## src/rtl/rf_write_scheduler.sv

```systemverilog
// Register-file write-port arbiter: writeback passes straight through, long-latency results queue and drain on idle cycles.
// Optional post-reset clear sweep of x1..x31 is built only when RF_CLEAR_ON_RESET_EN is defined.
module rf_write_scheduler #(
  parameter int DEPTH      = 2,
  parameter int STARVE_MAX = 4
) (
  input  logic        clk,
  input  logic        reset,
  input  logic        wb_we,
  input  logic [4:0]  wb_rd,
  input  logic [31:0] wb_data,
  input  logic        lu_valid,
  input  logic [4:0]  lu_rd,
  input  logic [31:0] lu_data,
  output logic        lu_ready,
  output logic        wb_hold,
  output logic        init_busy,
  input  logic [4:0]  q_a1,
  input  logic [4:0]  q_a2,
  output logic        q_hit,
  output logic        rf_we,
  output logic [4:0]  rf_a3,
  output logic [31:0] rf_wd,
  output logic [0:0]  state_dbg
);

  localparam int AW = (DEPTH > 1) ? $clog2(DEPTH) : 1;
  localparam int CW = $clog2(DEPTH + 1);
  localparam int SW = $clog2(STARVE_MAX + 1);

  localparam logic [0:0] ST_INIT = 1'b0;
  localparam logic [0:0] ST_RUN  = 1'b1;

  // Handshake: an lu result transfers at the posedge where lu_valid and lu_ready
  // are both high; the producer holds lu_* stable while lu_ready is low.
  // Writeback has no handshake and is always accepted in RUN.

  logic [0:0]    state;
  logic          ent_valid [DEPTH];
  logic [4:0]    ent_rd    [DEPTH];
  logic [31:0]   ent_data  [DEPTH];
  logic [AW-1:0] rptr;
  logic [AW-1:0] wptr;
  logic [CW-1:0] count;
  logic [SW-1:0] starve;

  logic run;
  logic head_present;
  logic head_valid;
  logic push;
  logic pop;
  logic drain;
  logic squash;

`ifdef RF_CLEAR_ON_RESET_EN
  logic [4:0] init_ctr;

  always_ff @(posedge clk) begin
    if (reset) begin
      state    <= ST_INIT;
      init_ctr <= 5'd1;
    end else if (state == ST_INIT) begin
      if (init_ctr == 5'd31) begin
        state <= ST_RUN;
      end else begin
        init_ctr <= init_ctr + 5'd1;
      end
    end
  end
`else
  assign state = ST_RUN;
`endif

  assign state_dbg = state;
  assign init_busy = (state == ST_INIT);
  assign run       = (state == ST_RUN);

  assign head_present = run && (count != '0);
  assign head_valid   = head_present && ent_valid[rptr];
  assign lu_ready     = run && (count < CW'(DEPTH));
  // lu_rd == 0 is consumed by the handshake but never stored
  assign push         = lu_valid && lu_ready && (lu_rd != 5'd0);
  // A squashed head leaves even while writeback owns the port
  assign pop          = head_present && (!ent_valid[rptr] || !wb_we);
  assign drain        = pop && ent_valid[rptr];
  assign squash       = run && wb_we && (wb_rd != 5'd0);

  always_comb begin
    rf_we = 1'b0;
    rf_a3 = 5'd0;
    rf_wd = 32'd0;
`ifdef RF_CLEAR_ON_RESET_EN
    if (state == ST_INIT) begin
      rf_we = 1'b1;
      rf_a3 = init_ctr;
      rf_wd = 32'd0;
    end else
`endif
    if (run && wb_we) begin
      rf_we = 1'b1;
      rf_a3 = wb_rd;
      rf_wd = wb_data;
    end else if (drain) begin
      rf_we = 1'b1;
      rf_a3 = ent_rd[rptr];
      rf_wd = ent_data[rptr];
    end
  end

  always_comb begin
    q_hit = 1'b0;
    for (int i = 0; i < DEPTH; i++) begin
      if (run && ent_valid[i]) begin
        if ((q_a1 != 5'd0) && (ent_rd[i] == q_a1)) q_hit = 1'b1;
        if ((q_a2 != 5'd0) && (ent_rd[i] == q_a2)) q_hit = 1'b1;
      end
    end
  end

  // Valid bit doubles as "slot occupied and still owed a write"
  always_ff @(posedge clk) begin
    if (reset) begin
      for (int i = 0; i < DEPTH; i++) begin
        ent_valid[i] <= 1'b0;
      end
    end else begin
      for (int i = 0; i < DEPTH; i++) begin
        if (pop && (rptr == AW'(i))) begin
          ent_valid[i] <= 1'b0;
        end
        if (push && (wptr == AW'(i))) begin
          ent_valid[i] <= !(squash && (wb_rd == lu_rd));
          ent_rd[i]    <= lu_rd;
          ent_data[i]  <= lu_data;
        end else if (squash && ent_valid[i] && (ent_rd[i] == wb_rd)) begin
          ent_valid[i] <= 1'b0;
        end
      end
    end
  end

  always_ff @(posedge clk) begin
    if (reset) begin
      rptr  <= '0;
      wptr  <= '0;
      count <= '0;
    end else begin
      rptr  <= rptr + AW'(pop);
      wptr  <= wptr + AW'(push);
      count <= count + CW'(push) - CW'(pop);
    end
  end

  // starve saturates at STARVE_MAX; wb_hold follows one cycle later and
  // releases one cycle after the head leaves
  always_ff @(posedge clk) begin
    if (reset) begin
      starve  <= '0;
      wb_hold <= 1'b0;
    end else begin
      if (head_valid && wb_we) begin
        if (starve != SW'(STARVE_MAX)) starve <= starve + SW'(1);
      end else begin
        starve <= '0;
      end
      if (pop) begin
        wb_hold <= 1'b0;
      end else if (starve == SW'(STARVE_MAX)) begin
        wb_hold <= 1'b1;
      end
    end
  end

endmodule

```

## config.mk

```make
export PLATFORM = sky130hd
export DESIGN_NAME = rf_write_scheduler
export DESIGN_NICKNAME = d
export VERILOG_FILES = /design/src/rtl/rf_write_scheduler.sv
export SDC_FILE = /design/constraint.sdc
export NUM_CORES = 1
export LEC_CHECK = 0
export BUFFER_PORTS_ARGS = -buffer_cell sky130_fd_sc_hd__clkbuf_2
export CAP_MARGIN = 20
export CORE_AREA = 2 2 107 83
export DETAILED_ROUTE_END_ITERATION = 16
export DIE_AREA = 0 0 109 85
export PLACE_DENSITY = 0.89
export SYNTH_ARGS = -nofsm -noshare
export SYNTH_HDL_FRONTEND = slang
export SYNTH_SLANG_ARGS = --single-unit
```

## constraint.sdc

```tcl
create_clock -name clk -period 3.9 [get_ports clk]
set_input_delay 0.195 -clock clk [delete_from_list [all_inputs] [get_ports clk]]
set_output_delay 0.195 -clock clk [all_outputs]
set_load 0.05 [all_outputs]
```

== After elaboration in Yosys (flattened, before gate mapping) ==
Memory sizes are Yosys's and may differ from the RTL's. A register that Yosys moved wholly into a read port is not among the register bits.
Cells that the tools add are included.
W data, S select, Z words.
Word-level totals
  register bits after elaboration: 8
  memories kept: 3
  bits in writable memories: 76
  bits of input ports: 88
Cells by class
  equal/unequal tests: 9
  reductions and logical operators: 33
  order comparisons: 1
  multiplexer cells: 49
  bitwise operators: 9
  add/subtract/negate cells: 5
Memories
  ent_data: words 2, bits a word 32, read ports 1, clocked after memory_dff 1, wr ports 1, RTL line 41  | logic [31:0] ent_data [DEPTH];
  ent_rd: words 2, bits a word 5, read ports 3, clocked after memory_dff 1, wr ports 1, RTL line 40  | logic [4:0] ent_rd [DEPTH];
  ent_valid: words 2, bits a word 1, read ports 3, clocked after memory_dff 1, wr ports 2, RTL line 39  | logic ent_valid [DEPTH];
Operators with widths (count)
  $mux W32: 3
  $mux W1: 43
  $eq A5 B5 Y1: 7
  $reduce_or A32 Y1: 1
  $logic_and A1 B1 Y1: 20
  $reduce_bool A5 Y1: 4
  $mux W5: 3
  $or A1 B1 Y1: 6
  $reduce_or A5 Y1: 1
  $reduce_or A2 Y1: 2
  $add A3 B1 Y3 const B: 1
  $eq A3 B3 Y1 const B: 1
  $logic_not A1 Y1: 3
  $ne A3 B3 Y1 const B: 1
  $not A1 Y1: 3
  $add A1 B1 Y1: 2
  $add A2 B1 Y2: 1
  $lt A2 B2 Y1 const B: 1
  $reduce_bool A2 Y1: 1
  $sub A2 B1 Y2: 1
  $logic_or A1 B1 Y1: 1

== Depth between registers and ports, before layout ==
Gate-level depths: netlist (run 1).
  depth after elaboration: 10
  gate-level depth with buffers: 9
  gate-level depth less buffers: 9

== Worst setup path before layout (run 1) ==
OpenSTA, ideal clock, no wires.
  path type: register to register
  start point: reg count[1]
  end point: mem ent_data[0][0] (enable)
  stages on the path, launching flop included: 5
  data arrival time: 2.435 ns
  clock period less this slack: 2.872 ns
  path slack: 1.028 ns
  buffers on the path: 0
  data required time: 3.463 ns
  path through: dfxtp_1 -> nor2b_1 -> o21a_1 -> ha_1 -> nor2b_1
Between the ends
  word-level cells in the longest chain between the ends: 9
  elaborated cells on any way between the ends: 14
Ends and longest elaborated chain
  start, declared: RTL line 44  | logic [CW-1:0] count;
  start signal, assigned: RTL line 150  | count <= count + CW'(push) - CW'(pop);
  $lt A2 B2 Y1 *: RTL line 80  | assign lu_ready = run && (count < CW'(DEPTH));
  $logic_and A1 B1 Y1 * (2 in a row): RTL line 82  | assign push = lu_valid && lu_ready && (lu_rd != 5'd0);
  $logic_and A1 B1 Y1: RTL line 131  | if (push && (wptr == AW'(i))) begin
  $mux W1: RTL line 131
  $mux W1: RTL line 122  | if (reset) begin
  $mux W1 (not written as such): RTL line 134  | ent_data[i] <= lu_data;
  $reduce_or A32 Y1 (no source line)
  $mux W1 (no source line)
  end, declared: RTL line 41
Mark *: on every way between the ends. The rest lies on a longest branch, timed or not.

==> results.sh, run 1 <==
export IMPL_run_status="finished, final reports clean"
export IMPL_clk_latency_ns=0.34
export IMPL_setup_tns_ns=0
export IMPL_worst_endpoint_arrival_ns=2.06
export IMPL_via_count_of_the_first_global_routing_pass=3014
export IMPL_critPathKind="reg2out"
export IMPL_synth_top_cell_area_share_pct=55.7
export IMPL_initial_antenna_violation_count=0
export IMPL_mappedNetlistNets=421
export IMPL_drt_iter0_drc=215
export IMPL_min_delay_path_class="in2reg"
export IMPL_worst_slew_margin_rel_pct=48.0
export IMPL_io_pins=131
export IMPL_share_of_power_burned_in_combinational_logic_pct=31.9
export IMPL_detail_route_wirelength_met1_um=4150
export IMPL_buffer_ports_inserted=128
export IMPL_worstRegToRegCells=5
export IMPL_cts_max_level=3
export IMPL_groute_usage_overall_pct=20.5
export IMPL_cell_area_power_density_mw_per_mm2=490
export IMPL_grt_pass1_wl_um=14400
export IMPL_netlist_top_cell_by_area="sky130_fd_sc_hd__edfxtp_1"
export IMPL_slowest_stage_cell_crit_path="sky130_fd_sc_hd__buf_4"
export IMPL_timing_critical_path_cells="buf_4 > mux2i_1 > o31ai_1 > clkbuf_2"
export IMPL_layout_drive_gt1_share_pct=33.9
export IMPL_yosysWarningCount=0
export IMPL_numCtsBuffers=9
export IMPL_dp_hpwl_um=6400
export IMPL_switching_share_of_power_pct=34.4
export IMPL_row_count=29
export IMPL_worst_setup_hold_path_clk_slew_ns=0.08
export IMPL_syn_to_final_growth_pct=24.0
export IMPL_routedWlPerCell_um=16.2
export IMPL_setup_worst_path_end_class="primary output"
export IMPL_nNetsFinal=545
export IMPL_timing_reg2reg_setup_slack_ns=1.89
export IMPL_drc=0
export IMPL_routed_wl_um=9110
export IMPL_cpLargestDelayFamily="buffers and inverters"
export IMPL_synthDistinctLibCells=28
export IMPL_area_occupied_by_registers_mm2=0.00244
export IMPL_drt_first_pass_iters=4
export IMPL_yosys_top_cells_area="sky130_fd_sc_hd__edfxtp_1, sky130_fd_sc_hd__mux2i_1, sky130_fd_sc_hd__o31ai_1"
export IMPL_min_delay_path_depth=1
export IMPL_post_synth_cell_area_avg_um2=12.6
export IMPL_clock_fmax_mhz=444
export IMPL_multiInputGateArea_mm2=0.00156
export IMPL_worst_slew_pin_transition_ns=0.780
export IMPL_core_region_area_mm2=0.00824
export IMPL_die_width_um=109
export IMPL_die_area_mm2=0.00927
export IMPL_tritoncts_num_sinks=84
export IMPL_met2WireLength_um=4250
export IMPL_postSynthRegisterBits=84
export IMPL_worstPathMaxFanout=39
export IMPL_power_internal_uw=1630
export IMPL_wl_met3_um=538
export IMPL_hp_start="lu_data[29]"
export IMPL_floorplan_initialDensity_pct=49.8
export IMPL_cts_root_buf="sky130_fd_sc_hd__clkbuf_8"
export IMPL_worst_path_buf_inv=2
export IMPL_route_detailed_vias_per_inst=5.30
export IMPL_maxCapViolCount=0
export IMPL_grt_max_degree=41
export IMPL_tritoncts="yes"
export IMPL_globalRoute_totalOverflow=0
export IMPL_critPathMaxStageDelay_ns=0.53
export IMPL_filler_cell_count=650
export IMPL_dp_worst_setup_slack_ns=1.71
export IMPL_worst_hold_path_endpoint="ent_data[0][29]$_DFFE_PP_"
export IMPL_layout_common_cells="sky130_fd_sc_hd__clkbuf_2, sky130_fd_sc_hd__edfxtp_1, sky130_fd_sc_hd__nand2_1"
export IMPL_most_common_library_cell_in_the_layout_ignoring_fill_and_taps="sky130_fd_sc_hd__clkbuf_2"
export IMPL_layout_min_cycle_time_ns=2.25
export IMPL_antenna_cells=0
export IMPL_die_h_um=85
export IMPL_finalHoldViolations=0
export IMPL_worst_flop_to_flop_path_startpoint="count[1]$_SDFF_PP0_"
export IMPL_r2r_end="ent_data[0][1]$_DFFE_PP_"
export IMPL_path_depth=4
export IMPL_setup_violations=0
export IMPL_ys_seq_area_share_pct=59.6
export IMPL_sequentialPowerShare_pct=44.5
export IMPL_cts_setup_buffers=0
export IMPL_clock_power_share_pct=23.6
export IMPL_number_of_max_slew_violations_in_the_final_report=0
export IMPL_globalplace_congestion=0.866
export IMPL_route_vias_total=2977
export IMPL_data_required_time_of_the_critical_path_ns=3.70
export IMPL_cts_root_to_sink_buffers=2
export IMPL_p_switching_uw=856
export IMPL_mapped_cells=325
export IMPL_post_route_period_util_pct=57.8
export IMPL_cts_resized=0
export IMPL_leakagePower_uw=0.00200
export IMPL_worst_ir_drop_vdd_mv=0.307
export IMPL_syn_area_mm2=0.00410
export IMPL_finalWorstSetupSlack_ns=1.65
export IMPL_rsz_0062_raised_after_global_routing="no"
export IMPL_cts_hold_buffers_added=0
export IMPL_startpoint_type="flop"
export IMPL_dr_max_layer_used="met4"
export IMPL_timing_clock_skew_ns=0.00734
export IMPL_antenna_violating_nets_post_route=0
## cell type report
type,instances,area share (%)
Clock inverter,5,1.03
Tap cell,108,2.66
Inverter,7,0.517
Sequential cell,84,48.1
Timing Repair Buffer,133,14.4
Clock buffer,11,2.59
Multi-Input combinational cell,214,30.7
## layer usage
layer	track usage, %	up-vias
li1	-	1447
met4	7.58	0
met2	34.5	116
met1	26.2	1398
met5	0	-
met3	4.22	16
## worst max path at each step
stage | start | to | slack (ns)
2_1_floorplan | count[1]$_SDFF_PP0_ | ent_data[0][0]$_DFFE_PP_ | 1.03
3_3_place_gp | count[1]$_SDFF_PP0_ | ent_data[0][13]$_DFFE_PP_ | 1.82
3_5_place_dp | count[1]$_SDFF_PP0_ | ent_data[0][13]$_DFFE_PP_ | 1.71
4_1_cts | count[0]$_SDFF_PP0_ | rf_wd[9] | 1.60
5_1_grt | rptr$_SDFF_PP0_ | rf_wd[19] | 1.54
6_report | rptr$_SDFF_PP0_ | rf_wd[9] | 1.65
## state kept, by name, indices dropped and copies added (netlist names)
register,cells
count,2
wb_hold,1
ent_valid,2
starve,3
ent_rd,10
rptr,1
wptr,1
ent_data,64
## synthesized netlist by cell type
library cell                n
sky130_fd_sc_hd__inv_1      6
sky130_fd_sc_hd__o21a_1     1
sky130_fd_sc_hd__mux2_2     1
sky130_fd_sc_hd__clkbuf_1  10
sky130_fd_sc_hd__mux2i_1   37
sky130_fd_sc_hd__o31ai_1   37
sky130_fd_sc_hd__ha_1       8
sky130_fd_sc_hd__dfxtp_1    8
sky130_fd_sc_hd__nor4_1     7
sky130_fd_sc_hd__or4_1      4
sky130_fd_sc_hd__nand3_1    8
sky130_fd_sc_hd__edfxtp_1  76
sky130_fd_sc_hd__inv_2      1
sky130_fd_sc_hd__nor2b_1    6
sky130_fd_sc_hd__buf_4      3
sky130_fd_sc_hd__nor2_1     9
sky130_fd_sc_hd__conb_1     2
sky130_fd_sc_hd__buf_2      7
sky130_fd_sc_hd__o21ai_1    5
sky130_fd_sc_hd__nor3_1     3
sky130_fd_sc_hd__a21oi_1    3
sky130_fd_sc_hd__or3b_1     1
sky130_fd_sc_hd__nand2b_1   1
sky130_fd_sc_hd__xnor2_1   20
sky130_fd_sc_hd__nor3_2     1
sky130_fd_sc_hd__o21ai_2    1
sky130_fd_sc_hd__xor2_1    18
sky130_fd_sc_hd__nand2_1   41
## metrics by stage
step	hold slack [ns]	cells	util, %	instance area [um^2]	power, uW
after global placement	0.387	543	58.5	4820	1870
after floorplan	0.294	325	-	4100	1690
after detailed placement	0.389	543	58.5	4820	1900
after CTS	0.0240	559	60.8	5010	2480
after global routing	0.0225	562	61.7	5080	2610
final	0.0410	562	61.7	5080	2490
## power by group through the flow
| stage | sequential, uW | combinational, uW | clock [uW] |
|---|---|---|---|
| global route | 1120 | 854 | 638 |
| floorplan | 1120 | 575 | 0 |
| detailed placement | 1130 | 765 | 0 |
| finish | 1110 | 793 | 587 |
| CTS | 1110 | 768 | 601 |
| global placement | 1130 | 749 | 0 |
## logic make-up after synthesis
kind of cell	share of synthesized area, %
compound gates	8.15
buf+inv	2.96
simple gates	9.25
xor+xnor	8.12
mux	9.31
other cells	0.183
flops	59.6
fa+ha+maj	2.44
(Power assumes the default switching activity.)
==> inputs of run 2 (changes only) <==
--- a/config.mk
+++ b/config.mk
@@ -5,12 +5,13 @@
 export SDC_FILE = /design/constraint.sdc
 export NUM_CORES = 1
 export LEC_CHECK = 0
+export ABC_AREA = 1
 export BUFFER_PORTS_ARGS = -buffer_cell sky130_fd_sc_hd__clkbuf_2
 export CAP_MARGIN = 20
-export CORE_AREA = 2 2 107 83
+export CORE_AREA = 2 2 115 89
 export DETAILED_ROUTE_END_ITERATION = 16
-export DIE_AREA = 0 0 109 85
-export PLACE_DENSITY = 0.89
+export DIE_AREA = 0 0 117 91
+export PLACE_DENSITY = 0.85
 export SYNTH_ARGS = -nofsm -noshare
 export SYNTH_HDL_FRONTEND = slang
 export SYNTH_SLANG_ARGS = --single-unit
==> constraint.sdc (replaced) <==
create_clock -name clk -period 2 [get_ports clk]
set_input_delay 0.1 -clock clk [delete_from_list [all_inputs] [get_ports clk]]
set_output_delay 0.1 -clock clk [all_outputs]
set_load 0.05 [all_outputs]
==> results.sh, run 2 <==
export IMPL_share_of_power_burned_in_combinational_logic_pct=38.6
export IMPL_reg_largest_list="ent_data x64, ent_rd x10, starve x3"
export IMPL_leakagePower_uw=0.00259
export IMPL_numCtsBuffers=9
export IMPL_slowest_stage_cell_crit_path="sky130_fd_sc_hd__dfxtp_4"
export IMPL_cts_root_to_sink_buffers=2
export IMPL_floorplan_initialDensity_pct=45.9
export IMPL_worstPathMaxFanout=15
export IMPL_die_h_um=91
export IMPL_worst_setup_hold_path_clk_slew_ns=0.06
export IMPL_filler_cell_count=722
export IMPL_max_reg_flops=64
export IMPL_number_of_max_slew_violations_in_the_final_report=0
export IMPL_core_region_area_mm2=0.00950
export IMPL_row_count=31
export IMPL_cts_root_buf="sky130_fd_sc_hd__clkbuf_16"
export IMPL_nNetsFinal=689
export IMPL_antenna_cells=0
export IMPL_grt_pass1_wl_um=18400
export IMPL_critPathMaxStageDelay_ns=0.39
export IMPL_most_common_library_cell_in_the_layout_ignoring_fill_and_taps="sky130_fd_sc_hd__nand2_1"
export IMPL_synthDistinctLibCells=26
export IMPL_sequentialPowerShare_pct=37.2
export IMPL_io_pins=131
export IMPL_route_vias_total=3766
export IMPL_initial_antenna_violation_count=0
export IMPL_routed_wl_um=11700
export IMPL_yosysMostFrequentCell="sky130_fd_sc_hd__nand2_1"
export IMPL_dp_hpwl_um=7660
export IMPL_drt_first_pass_iters=6
export IMPL_clock_power_share_pct=24.2
export IMPL_tritoncts="yes"
export IMPL_final_instance_area_mm2=0.00610
export IMPL_syn_area_mm2=0.00436
export IMPL_globalRoute_totalOverflow=0
export IMPL_mappedNetlistNets=522
export IMPL_setup_worst_path_end_class="primary output"
export IMPL_post_route_period_util_pct=97.9
export IMPL_p_switching_uw=2250
export IMPL_layout_common_cells="sky130_fd_sc_hd__nand2_1, sky130_fd_sc_hd__clkbuf_2, sky130_fd_sc_hd__nor2_1"
export IMPL_worst_endpoint_arrival_ns=1.86
export IMPL_timing_critical_path_mode_cell="sky130_fd_sc_hd__buf_4"
export IMPL_yosys_top_cells_area="sky130_fd_sc_hd__edfxtp_1, sky130_fd_sc_hd__nand2_1, sky130_fd_sc_hd__nor2_1"
export IMPL_power_internal_uw=3730
export IMPL_drt_iter0_drc=264
export IMPL_worst_ir_drop_vdd_mv=0.656
export IMPL_maxCapViolCount=0
export IMPL_route_detailed_vias_per_inst=5.16
export IMPL_postSynthRegisterBits=84
export IMPL_startpoint_type="flop"
export IMPL_switching_share_of_power_pct=37.6
export IMPL_run_status="finished, final reports clean"
export IMPL_min_delay_path_class="in2reg"
export IMPL_routedWlPerCell_um=16.0
export IMPL_globalplace_congestion=0.889
export IMPL_ys_seq_area_share_pct=56.0
export IMPL_via_count_of_the_first_global_routing_pass=3876
export IMPL_layout_min_cycle_time_ns=1.96
export IMPL_buffer_ports_inserted=128
export IMPL_data_required_time_of_the_critical_path_ns=1.90
export IMPL_antenna_violating_nets_post_route=0
export IMPL_layout_drive_gt1_share_pct=32.9
export IMPL_placedInstanceArea_mm2=0.00534
export IMPL_mapped_cells=426
export IMPL_clk_latency_ns=0.33
export IMPL_rsz_0062_raised_after_global_routing="yes"
export IMPL_synth_async_sr_flop_share_pct=0
export IMPL_post_synth_cell_area_avg_um2=10.2
export IMPL_critPathKind="reg2out"
export IMPL_ys_dominant_reg_cell="sky130_fd_sc_hd__edfxtp_1"
export IMPL_timing_clock_skew_ns=0.00590
export IMPL_finalHoldViolations=0
export IMPL_netlist_top_cell_by_area="sky130_fd_sc_hd__edfxtp_1"
export IMPL_setup_violations=0
export IMPL_groute_usage_overall_pct=22.7
export IMPL_syn_to_final_growth_pct=39.9
export IMPL_tritoncts_num_sinks=84
export IMPL_synth_top_cells_by_count="sky130_fd_sc_hd__nand2_1, sky130_fd_sc_hd__nor2_1, sky130_fd_sc_hd__edfxtp_1, sky130_fd_sc_hd__inv_1, sky130_fd_sc_hd__xnor2_1"
export IMPL_clock_fmax_mhz=511
export IMPL_timing_critical_path_cells="buf_4 > inv_1 > buf_8 > nor2_1 > o31ai_2 > buf_4"
export IMPL_synth_top_cell_area_share_pct=52.3
export IMPL_drc=0
export IMPL_yosysWarningCount=0
export IMPL_grt_max_degree=35
export IMPL_tightest_hold_margin_ns=0.0165
export IMPL_largest_register="ent_data"
export IMPL_cts_max_level=3
export IMPL_synth_edff_count=76
export IMPL_die_area_mm2=0.0106
export IMPL_die_width_um=117
export IMPL_cell_area_power_density_mw_per_mm2=981
## run 2: changes by cell type in the layout (fill, tap and decap cells not counted), moves of 16 or more
cell / previous run / this run
sky130_fd_sc_hd__nor2_1: 9 / 86
sky130_fd_sc_hd__nand2_1: 41 / 93
sky130_fd_sc_hd__clkbuf_2: 128 / 89
sky130_fd_sc_hd__mux2i_1: 37 / 0
sky130_fd_sc_hd__dlygate4sd3_1: 0 / 33
sky130_fd_sc_hd__o31ai_1: 37 / 4
sky130_fd_sc_hd__buf_4: 2 / 29
sky130_fd_sc_hd__inv_1: 6 / 29
sky130_fd_sc_hd__o31ai_4: 0 / 16
## run 2: cells by family (layout without fill, tap and decap cells)
kind of cell | count (synthesis) | in the layout | synth area share, %
simple gates | 201 | 201 | 18.2
flops | 84 | 84 | 56.0
buf+inv | 51 | 223 | 5.42
xor+xnor | 25 | 25 | 5.02
compound gates | 55 | 55 | 12.9
fa+ha+maj | 8 | 8 | 2.30
other cells | 2 | 2 | 0.172
## run 2: what timing repair did
item	in CTS	in global routing
endpoints found under the setup margin	29	34
hold buffers	33	0
gates resized for setup	18	63
buffers inserted	0	2
endpoints found under the hold margin	66	0
pin swaps	0	2
## run 2: final timing paths
| check | slack [ns] | end | startpoint | cells after the start |
|---|---|---|---|---|
| min | 0.02 | ent_rd[0][0]$_DFFE_PP_ | lu_rd[0] | 1 |
| min reg2reg | 0.52 | wb_hold$_SDFFE_PP0N_ | wb_hold$_SDFFE_PP0N_ | 2 |
| max | 0.04 | rf_wd[7] | rptr$_SDFF_PP0_ | 6 |
| max reg2reg | 0.20 | count[1]$_SDFF_PP0_ | ent_valid[1]$_SDFFCE_PP0P_ | 9 |
## run 2: power groups by stage
stage	Clock, uW	Sequential [uW]	Combinational (uW)
2_1_floorplan	0	2200	1530
3_3_place_gp	0	2240	2070
3_5_place_dp	0	2250	2110
4_1_cts	1480	2220	2200
5_1_grt	1540	2240	2490
6_report	1450	2230	2310
## run 2: per-stage QoR
step	TNS [ns]	util [%]	power, uW	setup WS [ns]	std cells
after floorplan	-3.09	-	3730	-0.158	426
after global placement	0	56.2	4320	0.275	679
after detailed placement	0	56.2	4370	0.233	679
after CTS	0	62.9	5900	0.00205	728
after global routing	-0.153	64.2	6270	-0.0268	730
final	0	64.2	5980	0.0428	730
## run 2: area by class of cell
class / instances / area [um^2] / share of cell area [%]
inverters: 32 / 131 / 2.15
flip-flops and latches: 84 / 2450 / 40.1
multi-input cells: 291 / 1780 / 29.3
clock inverters: 7 / 33.8 / 0.554
clock buffers: 9 / 225 / 3.69
repair buffers: 175 / 1310 / 21.5
well taps: 132 / 165 / 2.71
## run 2: per-layer routing
layer	vias up	track usage [%]	wire length (um)
li1	1766	-	-
met1	1790	26.4	4500
met2	183	40.0	6000
met3	27	5.27	899
met4	0	8.82	282
met5	-	0	0
## run 2: critical path: cells and delay by family (launching register included)
family | cells | cell delay [ns]
AO/OA/AOI/OAI | 1 | 0.28
buffers and inverters | 4 | 0.77
flip-flops | 1 | 0.39
AND/OR/NAND/NOR | 1 | 0.08
==> inputs of run 3 (changes only) <==
--- a/config.mk
+++ b/config.mk
@@ -12,6 +12,7 @@
 export DETAILED_ROUTE_END_ITERATION = 16
 export DIE_AREA = 0 0 117 91
 export PLACE_DENSITY = 0.85
+export RECOVER_POWER = 25
 export SYNTH_ARGS = -nofsm -noshare
 export SYNTH_HDL_FRONTEND = slang
 export SYNTH_SLANG_ARGS = --single-unit
==> results.sh, run 3 (synthesized netlist as in run 2, its figures left out) <==
export IMPL_cpLargestDelayFamily="buffers and inverters"
export IMPL_share_of_power_burned_in_combinational_logic_pct=38.6
export IMPL_max_reg_flops=64
export IMPL_cell_area_power_density_mw_per_mm2=983
export IMPL_sequentialPowerShare_pct=37.3
export IMPL_route_detailed_vias_per_inst=5.17
export IMPL_most_common_library_cell_in_the_layout_ignoring_fill_and_taps="sky130_fd_sc_hd__nand2_1"
export IMPL_drt_first_pass_iters=5
export IMPL_worst_path_buf_inv=4
export IMPL_run_status="finished, final reports clean"
export IMPL_drt_iter0_drc=272
export IMPL_groute_usage_overall_pct=22.7
export IMPL_nNetsFinal=689
export IMPL_timing_critical_path_cells="buf_4 > inv_1 > buf_8 > nor2_1 > o31ai_2 > buf_4"
export IMPL_critPathMaxStageDelay_ns=0.39
export IMPL_p_switching_uw=2250
export IMPL_finalWorstSetupSlack_ns=0.0409
export IMPL_globalplace_congestion=0.889
export IMPL_buffer_ports_inserted=128
export IMPL_globalRoute_totalOverflow=0
export IMPL_maxCapViolCount=0
export IMPL_slowest_stage_cell_crit_path="sky130_fd_sc_hd__dfxtp_4"
export IMPL_layout_drive_gt1_share_pct=30.4
export IMPL_die_h_um=91
export IMPL_leakagePower_uw=0.00255
export IMPL_die_area_mm2=0.0106
export IMPL_die_width_um=117
export IMPL_worstPathMaxFanout=15
export IMPL_initial_antenna_violation_count=0
export IMPL_number_of_max_slew_violations_in_the_final_report=0
export IMPL_startpoint_type="flop"
export IMPL_drc=0
export IMPL_timing_clock_skew_ns=0.00558
export IMPL_io_pins=131
export IMPL_cts_root_to_sink_buffers=2
export IMPL_data_required_time_of_the_critical_path_ns=1.90
export IMPL_layout_common_cells="sky130_fd_sc_hd__nand2_1, sky130_fd_sc_hd__nor2_1, sky130_fd_sc_hd__edfxtp_1"
export IMPL_clk_latency_ns=0.33
export IMPL_floorplan_initialDensity_pct=45.9
export IMPL_final_cell_count_no_fill=730
export IMPL_rsz_0062_raised_after_global_routing="yes"
export IMPL_tritoncts="yes"
export IMPL_antenna_violating_nets_post_route=0
export IMPL_critPathKind="reg2out"
export IMPL_largest_register="ent_data"
export IMPL_cts_root_buf="sky130_fd_sc_hd__clkbuf_16"
export IMPL_via_count_of_the_first_global_routing_pass=3876
export IMPL_setup_violations=0
export IMPL_timing_critical_path_mode_cell="sky130_fd_sc_hd__buf_4"
export IMPL_filler_cell_count=737
export IMPL_layout_min_cycle_time_ns=1.96
export IMPL_post_route_period_util_pct=98.0
export IMPL_routed_wl_um=11700
export IMPL_switching_share_of_power_pct=37.7
export IMPL_numCtsBuffers=9
export IMPL_grt_max_degree=35
export IMPL_clock_power_share_pct=24.1
export IMPL_worst_setup_hold_path_clk_slew_ns=0.06
export IMPL_dp_worst_setup_slack_ns=0.233
export IMPL_antenna_cells=0
export IMPL_dp_hpwl_um=7660
export IMPL_setup_worst_path_end_class="primary output"
export IMPL_finalHoldViolations=0
export IMPL_route_vias_total=3772
export IMPL_post_place_cells=679
export IMPL_syn_to_final_growth_pct=39.4
export IMPL_routedWlPerCell_um=16.0
export IMPL_tritoncts_num_sinks=84
export IMPL_power_internal_uw=3730
export IMPL_grt_pass1_wl_um=18400
export IMPL_worst_endpoint_arrival_ns=1.86
export IMPL_worst_ir_drop_vdd_mv=0.654
export IMPL_row_count=31
export IMPL_cts_max_level=3
export IMPL_reg_largest_list="ent_data x64, ent_rd x10, starve x3"
export IMPL_core_region_area_mm2=0.00950
export IMPL_min_delay_path_class="in2reg"
export IMPL_clock_fmax_mhz=510
## run 3: area by class of cell
| type | count | area (um^2) | area share (%) |
|---|---|---|---|
| sequential | 84 | 2450 | 40.3 |
| multi-input combinational | 291 | 1780 | 29.3 |
| timing repair buffer | 175 | 1290 | 21.3 |
| clock buffer | 9 | 225 | 3.70 |
| tap | 132 | 165 | 2.72 |
| inverter | 32 | 131 | 2.16 |
| clock inverter | 7 | 33.8 | 0.556 |
## run 3: path summary, 6_finish.rpt
check / start / endpoint / slack, ns / cells past startpoint
hold / removal: reset / rptr$_SDFF_PP0_ / 0.06 / 2
setup reg to reg: ent_valid[1]$_SDFFCE_PP0P_ / count[1]$_SDFF_PP0_ / 0.20 / 9
hold reg to reg: wb_hold$_SDFFE_PP0N_ / wb_hold$_SDFFE_PP0N_ / 0.52 / 2
setup / recovery: rptr$_SDFF_PP0_ / rf_wd[7] / 0.04 / 6
## run 3: power groups by stage
stage / clock (uW) / combinational, uW / sequential (uW)
6_report: 1440 / 2310 / 2230
4_1_cts: 1480 / 2200 / 2220
2_1_floorplan: 0 / 1530 / 2200
3_3_place_gp: 0 / 2070 / 2240
5_1_grt: 1540 / 2490 / 2240
3_5_place_dp: 0 / 2110 / 2250
## run 3: what timing repair did
| item | CTS | global route |
|---|---|---|
| hold endpoints to repair | 66 | 0 |
| pin swaps | 0 | 2 |
| hold buffers | 33 | 0 |
| resized for setup | 18 | 63 |
| endpoints found under the setup margin | 29 | 34 |
| buffers inserted | 0 | 2 |
## run 3: per-stage QoR
stage | util [%] | TNS, ns | instance area, um^2 | hold WS (ns) | power [uW]
detailed placement | 56.2 | 0 | 5340 | 0.293 | 4370
global placement | 56.2 | 0 | 5340 | 0.290 | 4320
global route | 64.0 | -0.153 | 6080 | 0.0745 | 6270
finish | 64.0 | 0 | 6080 | 0.0645 | 5980
floorplan | - | -3.09 | 4420 | 0.199 | 3730
CTS | 62.9 | 0 | 5970 | 0.00241 | 5900
## run 3: routing by layer
metal	GRT usage (%)	part of all wire, %	up-vias
met5	0	0	-
met4	8.82	2.2	0
met3	5.27	8.1	25
met2	40.0	52	186
met1	26.4	38	1795
li1	-	-	1766
## run 3: worst register-to-register path: stages, from the launching register on
cell and delay (ns):
sky130_fd_sc_hd__edfxtp_1 0.45, sky130_fd_sc_hd__nand2_1 0.13, sky130_fd_sc_hd__o21ai_2 0.08, sky130_fd_sc_hd__a21boi_0 0.25
sky130_fd_sc_hd__ha_1 0.28, sky130_fd_sc_hd__inv_1 0.05, sky130_fd_sc_hd__ha_1 0.15, sky130_fd_sc_hd__xnor2_1 0.13
sky130_fd_sc_hd__o21ai_0 0.10, sky130_fd_sc_hd__a21oi_1 0.12
